$ cat config.mk
export PLATFORM = sky130hd
export DESIGN_NAME = enc_param_ctrl_flat
export DESIGN_NICKNAME = d
export VERILOG_FILES = /design/src/rtl/enc_param_ctrl_if.sv /design/src/rtl/enc_param_ctrl.sv /design/src/flat_wrapper.sv
export SDC_FILE = /design/constraint.sdc
export NUM_CORES = 1
export LEC_CHECK = 0
export CAP_MARGIN = 20
export CORE_MARGIN = 3
export CORE_UTILIZATION = 47
export CTS_CLUSTER_SIZE = 12
export DETAILED_ROUTE_END_ITERATION = 12
export GPL_TIMING_DRIVEN = 0
export PLACE_DENSITY = 0.63
export SYNTH_ARGS = -nofsm -noshare
export SYNTH_HDL_FRONTEND = slang
export SYNTH_SLANG_ARGS = --single-unit
$ cat constraint.sdc
create_clock -name clk -period 3.3 [get_ports clk]
set_input_delay 0.825 -clock clk [delete_from_list [all_inputs] [get_ports clk]]
set_output_delay 0.825 -clock clk [all_outputs]
set_load 0.01 [all_outputs]
$ cat src/rtl/enc_param_ctrl_if.sv
// Encoder/button inputs and parameter-register outputs of enc_param_ctrl.
// The bench drives the master side; the controller uses the slave side.
interface enc_param_ctrl_if #(
  parameter int N_CH = 4,
  parameter int W    = 5
);
  localparam int SEL_W = $clog2(N_CH);

  logic              enc_a;
  logic              enc_b;
  logic              btn;
  logic [SEL_W-1:0]  sel;
  logic [W-1:0]      value;
  logic [N_CH*W-1:0] all_values;
  logic              step_pulse;
  logic [1:0]        LED;

  modport master (
    output enc_a, enc_b, btn,
    input  sel, value, all_values, step_pulse, LED
  );

  modport slave (
    input  enc_a, enc_b, btn,
    output sel, value, all_values, step_pulse, LED
  );
endinterface

$ cat src/rtl/enc_param_ctrl.sv
// One rotary encoder shared by N_CH registers: a step lands 3 clk after the A edge; the inputs are never stalled.
// Short press selects the next register, long press clears it; define ENC_WRAP_EN for wrap-around instead of saturation.
module enc_param_ctrl #(
  parameter int N_CH         = 4,
  parameter int W            = 5,
  parameter int MAX_VAL      = 19,
  parameter int BTN_DEB_CYC  = 1_000_000,
  parameter int BTN_HOLD_CYC = 50_000_000
) (
  input  logic             clk,
  input  logic             reset_n,
  enc_param_ctrl_if.slave  bus
);
  localparam int SEL_W  = $clog2(N_CH);
  localparam int DEB_W  = $clog2(BTN_DEB_CYC + 1);
  localparam int HOLD_W = $clog2(BTN_HOLD_CYC + 1);

  typedef enum logic [1:0] {B_ARM, B_IDLE, B_PRESS, B_HELD} btn_st_t;

  logic r_a_s1, r_a_s2, r_a_d;
  logic r_b_s1, r_b_s2;
  logic r_btn_s1, r_btn_s2;
  logic r_step_vld, r_step_cw;

  btn_st_t             r_state, w_state_nxt;
  logic [DEB_W-1:0]    r_deb_cnt;
  logic [HOLD_W-1:0]   r_hold_cnt;
  logic                w_btn_tgt, w_btn_match, w_deb_done, w_hold_done;
  logic                w_sel_adv, w_clear;

  logic [W-1:0]        r_regs [N_CH];
  logic [W-1:0]        w_regs_nxt [N_CH];
  logic [SEL_W-1:0]    r_sel, w_sel_nxt;
  logic [W-1:0]        r_value;
  logic                r_step_pulse, r_led0;
  logic [W-1:0]        w_cur, w_stepped;
  logic [W:0]          w_sum;

  // The registered edge detect adds the third stage of step latency.
  always_ff @(posedge clk or negedge reset_n) begin
    if (!reset_n) begin
      r_a_s1     <= 1'b0;
      r_a_s2     <= 1'b0;
      r_a_d      <= 1'b0;
      r_b_s1     <= 1'b0;
      r_b_s2     <= 1'b0;
      r_btn_s1   <= 1'b0;
      r_btn_s2   <= 1'b0;
      r_step_vld <= 1'b0;
      r_step_cw  <= 1'b0;
    end else begin
      r_a_s1     <= bus.enc_a;
      r_a_s2     <= r_a_s1;
      r_a_d      <= r_a_s2;
      r_b_s1     <= bus.enc_b;
      r_b_s2     <= r_b_s1;
      r_btn_s1   <= bus.btn;
      r_btn_s2   <= r_btn_s1;
      r_step_vld <= r_a_s2 & ~r_a_d;
      r_step_cw  <= ~r_b_s2;
    end
  end

  assign w_btn_tgt   = (r_state == B_IDLE);
  assign w_btn_match = (r_btn_s2 == w_btn_tgt);
  assign w_deb_done  = w_btn_match && (r_deb_cnt == DEB_W'(BTN_DEB_CYC - 1));
  assign w_hold_done = (r_state == B_PRESS) && (r_hold_cnt == HOLD_W'(BTN_HOLD_CYC - 1));

  always_comb begin
    w_state_nxt = r_state;
    w_sel_adv   = 1'b0;
    w_clear     = 1'b0;
    case (r_state)
      B_ARM:   if (w_deb_done) w_state_nxt = B_IDLE;
      B_IDLE:  if (w_deb_done) w_state_nxt = B_PRESS;
      B_PRESS: begin
        if (w_hold_done) begin
          w_clear     = 1'b1;
          w_state_nxt = B_HELD;
        end else if (w_deb_done) begin
          w_sel_adv   = 1'b1;
          w_state_nxt = B_IDLE;
        end
      end
      B_HELD:  if (w_deb_done) w_state_nxt = B_IDLE;
      default: w_state_nxt = B_ARM;
    endcase
  end

  always_ff @(posedge clk or negedge reset_n) begin
    if (!reset_n) begin
      r_state    <= B_ARM;
      r_deb_cnt  <= '0;
      r_hold_cnt <= '0;
    end else begin
      r_state <= w_state_nxt;
      if ((w_state_nxt != r_state) || !w_btn_match)
        r_deb_cnt <= '0;
      else if (r_deb_cnt < DEB_W'(BTN_DEB_CYC))
        r_deb_cnt <= r_deb_cnt + 1'b1;
      if ((r_state != B_PRESS) || (w_state_nxt != r_state))
        r_hold_cnt <= '0;
      else if (r_hold_cnt < HOLD_W'(BTN_HOLD_CYC))
        r_hold_cnt <= r_hold_cnt + 1'b1;
    end
  end

  always_comb begin
    w_regs_nxt = r_regs;
    w_cur      = r_regs[r_sel];
    w_stepped  = w_cur;
    if (r_step_cw) begin
      w_sum = {1'b0, w_cur} + 1'b1;
      if (w_sum > (W+1)'(MAX_VAL))
`ifdef ENC_WRAP_EN
        w_stepped = '0;
`else
        w_stepped = W'(MAX_VAL);
`endif
      else
        w_stepped = w_sum[W-1:0];
    end else begin
      w_sum = {1'b0, w_cur} - 1'b1;
      if (w_sum[W])
`ifdef ENC_WRAP_EN
        w_stepped = W'(MAX_VAL);
`else
        w_stepped = '0;
`endif
      else
        w_stepped = w_sum[W-1:0];
    end
    // A long-press clear overrides a coincident step on the same register.
    if (w_clear)
      w_regs_nxt[r_sel] = '0;
    else if (r_step_vld)
      w_regs_nxt[r_sel] = w_stepped;
    if (w_sel_adv)
      w_sel_nxt = (r_sel == SEL_W'(N_CH - 1)) ? '0 : r_sel + 1'b1;
    else
      w_sel_nxt = r_sel;
  end

  always_ff @(posedge clk or negedge reset_n) begin
    if (!reset_n) begin
      for (int i = 0; i < N_CH; i++) r_regs[i] <= '0;
      r_sel        <= '0;
      r_value      <= '0;
      r_step_pulse <= 1'b0;
      r_led0       <= 1'b0;
    end else begin
      r_regs       <= w_regs_nxt;
      r_sel        <= w_sel_nxt;
      r_value      <= w_regs_nxt[w_sel_nxt];
      r_step_pulse <= r_step_vld;
      if (r_step_vld) r_led0 <= r_step_cw;
    end
  end

  for (genvar g = 0; g < N_CH; g++) begin : g_all
    assign bus.all_values[g*W +: W] = r_regs[g];
  end

  assign bus.sel        = r_sel;
  assign bus.value      = r_value;
  assign bus.step_pulse = r_step_pulse;
  assign bus.LED        = {(r_state == B_PRESS) || (r_state == B_HELD), r_led0};
endmodule

$ cat src/flat_wrapper.sv
// flat-port wrapper written by rule: the top's interface ports become plain ports
module enc_param_ctrl_flat 
#(
  parameter int N_CH         = 4,
  parameter int W            = 5,
  parameter int MAX_VAL      = 19,
  parameter int BTN_DEB_CYC  = 1_000_000,
  parameter int BTN_HOLD_CYC = 50_000_000
)
  (clk, reset_n, bus_enc_a, bus_enc_b, bus_btn, bus_sel, bus_value, bus_all_values, bus_step_pulse, bus_LED);
  enc_param_ctrl_if #(.N_CH(N_CH), .W(W)) bus_i ();
  input  logic clk;
  input  logic reset_n;
  input wire logic [$bits(bus_i.enc_a)-1:0] bus_enc_a;
  input wire logic [$bits(bus_i.enc_b)-1:0] bus_enc_b;
  input wire logic [$bits(bus_i.btn)-1:0] bus_btn;
  output wire logic [$bits(bus_i.sel)-1:0] bus_sel;
  output wire logic [$bits(bus_i.value)-1:0] bus_value;
  output wire logic [$bits(bus_i.all_values)-1:0] bus_all_values;
  output wire logic [$bits(bus_i.step_pulse)-1:0] bus_step_pulse;
  output wire logic [$bits(bus_i.LED)-1:0] bus_LED;
  assign bus_i.enc_a = bus_enc_a;
  assign bus_i.enc_b = bus_enc_b;
  assign bus_i.btn = bus_btn;
  assign bus_sel = bus_i.sel;
  assign bus_value = bus_i.value;
  assign bus_all_values = bus_i.all_values;
  assign bus_step_pulse = bus_i.step_pulse;
  assign bus_LED = bus_i.LED;
  enc_param_ctrl #(.N_CH(N_CH), .W(W), .MAX_VAL(MAX_VAL), .BTN_DEB_CYC(BTN_DEB_CYC), .BTN_HOLD_CYC(BTN_HOLD_CYC)) u_core (.clk(clk), .reset_n(reset_n), .bus(bus_i));
endmodule
==> metrics.yaml, run 1 <==
status:
  run_status: "complete, no violations"
clock_tree:
  clock_sink_total: 86
  clock-root-buffer: "clkbuf_8"
  tritoncts: "built"
  clk_latency_ns: 0.38
  holdBufCountCts: 0
  maximum_buffer_depth_of_the_clock_tree: 2
  cts.clk_slew.worst_paths_ns: 0.09
  clock_tree.htree_level_count: 3
  cts_inserted_buffers: 9
setup_path:
  critPathCaptureType: "register"
  path_max_fanout: 10
  worstPathRequired_ns: 3.55
  worst_path_class_setup: "reg -> reg"
  r2r_cells: 10
  critical_path_arrival_ns: 3.40
  worst_setup_path_start_kind: "register"
global_route:
  antenna_found_initial: 0
  grt_usage_pct: 21.30
  grt_pass1_vias: 3788
  grt_pass1_wl_um: 19290
  grt-ovfl-total: 0
  pin_count_of_the_biggest_net_entering_global_routing: 62
detailed_routing:
  drt_iter0_markers: 284
  route.detailed.drc: 0
  drt_first_pass_iters: 5
  wire_length_per_cell_um: 17.33
  routed_wirelength_um: 11610
  num_vias: 3925
  drtAntennaViolNets: 0
  number_of_vias_per_cell: 5.858
synthesis:
  syn-num-nets: 501
  synth_top_area_cell: "dfrtp_1"
  synth_edf_count: 0
  flip_flop_and_latch_count_after_synthesis: 86
  yosys.cell_types.count: 66
  syn_avg_cell_area_um2: 10.00
  fraction_of_registers_with_async_set_reset_pct: 100.0
  synthTopCellsByArea: "dfrtp_1, xnor2_1, nor2_1"
  synth_area_um2: 4841
  syn_inst: 484
  synth_sequential_area_ratio_pct: 44.46
  synthesis.yosys.warnings: 0
  ys.flop_type: "dfrtp_1"
  yosysTopAreaCellShare_pct: 44.46
die:
  die_area_um2: 11550
  initial_core_util_pct: 48.85
  fp-row-count: 36
  design.portCount: 35
  fp.coreArea_um2: 9910
  die_x_um: 107.5
  dieHeight_um: 107.5
hold_path:
  min_path_type: "in -> async"
flow_run:
  total_of_max_cap_violations: 0
placement:
  place.port_buffers: 34
  placement.cell_area_um2: 5373
  detailedPlacementHpwl_um: 8270
  place_congestion: 0.8937
sta:
  tightestPinTransition_ns: 0.8844
  totalNegativeSetupSlack_ns: 0
  timing.final.setup_violations: 0
  report.final.hold_viol_count: 0
  skew_ns: 0.01256
  achievable-frequency_mhz: 317.5
  max_slew_violation_count: 0
  max-slew-margin-rel_pct: 40.50
  grt_setup_unrepaired: "no"
  min_period_over_period_pct: 95.44
  finalCriticalPeriod_ns: 3.149
layout:
  diodes: 0
  area_growth_pct: 15.69
  fin_nets: 549
  fin_area_um2: 5600
  drive_gt1_share_pct: 12.48
pwr:
  pwr_dens_nw_per_um2: 474.9
  vdd.ir_drop.worst_uv: 302.3
  power.static_leakage_nw: 2.210
[registers in the layout (all words and copies together) (netlist names), 2 cells and up]
signal and cells:
u_core.r_hold_cnt 26, u_core.bus.all_values 20, u_core.r_deb_cnt 20, u_core.bus.value 5, u_core.bus.sel 2, u_core.r_state 2
[cell usage in the layout, fill, tap and decap left out, types with 4 or more instances in the layout]
cell	instances
o21ai_0	9
mux4_2	5
dfrtp_1	85
o21ai_1	4
ha_1	11
a221o_1	9
and3_1	9
a211oi_1	4
mux2i_1	7
nand4_1	9
buf_2	10
clkbuf_8	12
xor2_1	11
inv_1	18
nor3_1	18
buf_4	6
mux2_2	7
clkbuf_1	7
buf_6	4
nor4_1	30
a31oi_1	6
clkdlybuf4s50_1	33
nand3_1	20
and4_1	8
nor2_1	63
nand2_1	32
xnor2_1	33
[timing repair]
item | 4_1_cts | 5_1_grt
pin swaps | 0 | 1
buffers inserted | 0 | 2
resized for setup | 3 | 4
setup endpoints to repair | 3 | 3
[cell type report]
type	count	area [um2]
Tap cell	133	166.4
Sequential cell	86	2153
Timing Repair Buffer	37	380.4
Clock inverter	4	27.53
Multi-Input combinational cell	355	2492
Buffer	24	143.9
Clock buffer	12	165.2
Fill cell	869	4309
Inverter	19	71.32
[cell families (layout without fill, tap and decap cells)]
| logic type | after synthesis | in the layout | share of synthesized area (%) |
|---|---|---|---|
| AOI/OAI and AO/OA | 67 | 67 | 10.65 |
| xor gates and xnor gates | 44 | 44 | 7.961 |
| adders and majority gates | 12 | 12 | 3.101 |
| buffers and inverters | 43 | 96 | 4.368 |
| DFF | 86 | 86 | 44.46 |
| muxes | 21 | 21 | 6.152 |
| and+or+nand+nor | 211 | 211 | 23.31 |
[cell usage after synthesis (6+ instances only)]
master	n
and4_1	8
dfrtp_1	86
nand4_1	9
nor4_1	30
ha_1	12
a221o_1	9
mux2i_1	7
nor2_1	63
xnor2_1	33
nor3_1	18
a31oi_1	6
and3_1	9
nand2_1	32
mux2_2	7
clkbuf_1	8
nand3_1	21
xor2_1	11
buf_2	10
inv_1	18
o21ai_0	9
[per-layer routing]
metal / routed length (um) / vias to the layer above / GRT usage, %
met3: 797 / 16 / 6.359
met1: 5365 / 1928 / 30.25
met5: 0 / - / 0
li1: - / 1864 / -
met4: 167 / 0 / 6.402
met2: 5283 / 117 / 31.44
[power breakdown]
part	total (W)	leakage (nW)	switching (W)	internal, W
combinational	0.000774	0.945	0.000414	0.000359
clock	0.000723	0.103	0.000386	0.000337
sequential	0.00116	1.16	0.0000440	0.00112
[through the flow]
step	hold slack (ns)	utilization [%]	worst slack [ns]	instances	total power (W)
after floorplan	0.3312	-	0.3363	484	0.001646
after global placement	0.3332	53.96	-1.769	651	0.001895
after detailed placement	0.3387	54.22	-0.1384	652	0.001919
after CTS	0.3465	56.22	0.03623	668	0.002651
after global routing	0.3450	56.52	0.02283	670	0.002802
final	0.3477	56.52	0.1505	670	0.002659
[path summary, 6_finish.rpt]
check / startpoint / to / slack (ns)
worst max-delay path: u_core.bus.sel[0] / u_core.bus.value[0] / 0.15
worst min-delay path: reset_n / u_core.bus.all_values[18] / 0.35
worst max register to register: u_core.bus.sel[0] / u_core.bus.value[0] / 0.15
worst min register to register: u_core.r_btn_s1 / u_core.r_btn_s2 / 0.35
max in group asynchronous: reset_n / u_core.r_deb_cnt[17] / 2.32
min in group clk: u_core.r_btn_s1 / u_core.r_btn_s2 / 0.35
[worst max-delay path: stages, from the launching register on]
cell and delay [ns]:
dfrtp_2 0.43, buf_4 0.18, mux4_2 0.53, buf_2 0.21
ha_2 0.24, o41ai_1 0.36, a311o_1 0.27, nand3_2 0.13
a221o_1 0.36, nor3_1 0.18, nor4_1 0.12
(Power assumes the default switching activity.)
==> inputs of run 2 (changes only) <==
--- a/config.mk
+++ b/config.mk
@@ -15,3 +15,4 @@
 export SYNTH_ARGS = -nofsm -noshare
 export SYNTH_HDL_FRONTEND = slang
 export SYNTH_SLANG_ARGS = --single-unit
+export TNS_END_PERCENT = 20
==> run 2 against run 1 <==
Against the previous run: core utilization decreased by 0.20 points; clock skew about the same; combinational power decreased by 2%; non-clock buffer count decreased by 2; sequential power about the same; sequential share of layout area increased by 0.14 points; critical path type unchanged; critical endpoint unchanged; largest power group unchanged.
==> metrics.yaml, run 2 (synthesis results as in run 1) <==
placement:
  place_congestion: 0.8937  # unchanged
  place.port_buffers: 34  # unchanged
  numPlacedInstances: 652  # unchanged
  detailedPlacementHpwl_um: 8270  # unchanged
layout:
  fill_cells: 866  # -0.35%
  diodes: 0  # unchanged
  regMostFlops: "u_core.r_hold_cnt"
  instances_no_fill: 668  # -0.30%
  drive_gt1_share_pct: 11.96  # -0.51 points
  most-common-layout-cells: "dfrtp_1, nor2_1, xnor2_1, clkdlybuf4s50_1, nand2_1"
  largest_register_ff_count: 26  # unchanged
  area_growth_pct: 15.28
  final_common_cell: "dfrtp_1"
  post_route_core_utilization_pct: 56.31  # -0.20 points
  fin_nets: 547  # -0.36%
global_route:
  grt-ovfl-total: 0  # unchanged
  grt_pass1_wl_um: 19290  # unchanged
  grt_usage_pct: 21.30  # unchanged
  pin_count_of_the_biggest_net_entering_global_routing: 62  # unchanged
  antenna_found_initial: 0  # unchanged
  grt_pass1_vias: 3788  # unchanged
setup_path:
  path_max_fanout: 10  # unchanged
  critPathCaptureType: "register"
  worst_setup_path_start_kind: "register"
  worst_path_class_setup: "reg -> reg"
  worstPathRequired_ns: 3.55  # about the same
  critical_path_arrival_ns: 3.48  # +0.08 ns
clock_tree:
  cts.clk_slew.worst_paths_ns: 0.09  # about the same
  cts_inserted_buffers: 9  # unchanged
  tritoncts: "built"
  clk_latency_ns: 0.38  # about the same
  clock_sink_total: 86  # unchanged
  clock-root-buffer: "clkbuf_8"
  holdBufCountCts: 0  # unchanged
  clock_tree.htree_level_count: 3  # unchanged
  post-cts-setup-buffer-count: 0  # unchanged
  maximum_buffer_depth_of_the_clock_tree: 2  # unchanged
sta:
  finalCriticalPeriod_ns: 3.233  # +0.08402 ns
  grt_setup_unrepaired: "yes"
  min_period_over_period_pct: 97.98  # +2.5 points
  timing.final.setup_violations: 0  # unchanged
  max-slew-margin-rel_pct: 37.57  # -2.9 points
  worst_hold_slack_ns: 0.3480  # +0.0003310 ns
  report.final.hold_viol_count: 0  # unchanged
  totalNegativeSetupSlack_ns: 0  # unchanged
  max_slew_violation_count: 0  # unchanged
  skew_ns: 0.01259  # +0.00003120 ns
  tightestPinTransition_ns: 0.9267  # +0.04225 ns
  achievable-frequency_mhz: 309.3  # -2.6%
pwr:
  cellInternalPower_w: 0.001802  # -0.73%
  final_total_pwr_w: 0.002641  # -0.68%
  power.clock.fraction_pct: 27.4  # +0.2 points
  pwr_dens_nw_per_um2: 473.4  # -0.32%
  sw_frac_of_total_pct: 31.80  # +0.037 points
  net-switching-power_w: 0.0008399  # -0.56%
  vdd.ir_drop.worst_uv: 274.4  # -9.2%
  combPwrFrac_pct: 28.6  # -0.5 points
  power_frac_seq_pct: 44.0  # +0.3 points
  power.static_leakage_nw: 2.198  # -0.54%
die:
  die_x_um: 107.5  # unchanged
  dieHeight_um: 107.5  # unchanged
  fp-row-count: 36  # unchanged
  design.portCount: 35  # unchanged
  die_area_um2: 11550  # unchanged
  fp.coreArea_um2: 9910  # unchanged
  initial_core_util_pct: 48.85  # unchanged
detailed_routing:
  routed_wirelength_um: 11610  # about the same
  drt_first_pass_iters: 4  # -1
  drt_iter0_markers: 274  # -3.5%
  drtAntennaViolNets: 0  # unchanged
  number_of_vias_per_cell: 5.880  # +0.38%
  route.detailed.drc: 0  # unchanged
  wire_length_per_cell_um: 17.37  # +0.23%
  num_vias: 3928  # +0.076%
status:
  run_status: "complete, no violations"
hold_path:
  min_path_type: "in -> async"
flow_run:
  total_of_max_cap_violations: 0  # unchanged
## run 2: cell types whose count changed in the layout (fill, tap and decap cells not counted)
cell / delta
nand3_1: +1
nand3_2: -1
buf_4: -2
## run 2: cell type report
type / count / area [um2] / area share, %
multi-input cells: 355 / 2487 / 44.57
flip-flops and latches: 86 / 2153 / 38.59
repair buffers: 35 / 365.4 / 6.547
well taps: 133 / 166.4 / 2.982
clock buffers: 12 / 165.2 / 2.960
plain buffers: 24 / 143.9 / 2.578
inverters: 19 / 71.32 / 1.278
clock inverters: 4 / 27.53 / 0.4933
## run 2: critical path, cell delays in order (launching register included)
cell and delay, ns:
dfrtp_2 0.43, buf_4 0.18, mux4_2 0.57, buf_2 0.22, ha_2 0.24, o41ai_1 0.37, a311o_1 0.23, nand3_1 0.18
a221o_1 0.38, nor3_1 0.18, nor4_1 0.11
## run 2: path summary, 6_finish.rpt
check                                  start  cells after the start  slack [ns]                        end
max                        u_core.bus.sel[0]                     10        0.07        u_core.bus.value[0]
min                                  reset_n                      1        0.35  u_core.bus.all_values[18]
max reg2reg                u_core.bus.sel[0]                     10        0.07        u_core.bus.value[0]
min reg2reg                  u_core.r_btn_s1                      0        0.35            u_core.r_btn_s2
max in group asynchronous            reset_n                      2        2.32       u_core.r_deb_cnt[17]
min in group clk             u_core.r_btn_s1                      0        0.35            u_core.r_btn_s2
## run 2: metrics by stage
stage               area (um2)  setup WS (ns)
global route              5580       -0.07850
detailed placement        5373        -0.1384
global placement          5348         -1.769
floorplan                 4841         0.3363
CTS                       5572        0.03623
finish                    5580        0.06652
## run 2: power groups by stage
stage,Clock [W],Sequential [W],Combinational (W)
detailed placement,0,0.00118,0.000734
global placement,0,0.00118,0.000713
CTS,0.000747,0.00116,0.000741
finish,0.000723,0.00116,0.000756
floorplan,0,0.00120,0.000445
global route,0.000794,0.00117,0.000822
## run 2: timing repair
action,CTS,global route
hold endpoints to repair,0,0
pin swaps,0,0
endpoints found under the setup margin,3,3
gates resized for setup,3,3
## run 2: layer usage
| layer | track usage [%] | vias up | routed length (um) |
|---|---|---|---|
| met3 | 6.359 | 20 | 751 |
| met1 | 30.25 | 1931 | 5409 |
| met2 | 31.44 | 121 | 5227 |
| met4 | 6.402 | 0 | 217 |
| met5 | 0 | - | 0 |
| li1 | - | 1856 | - |
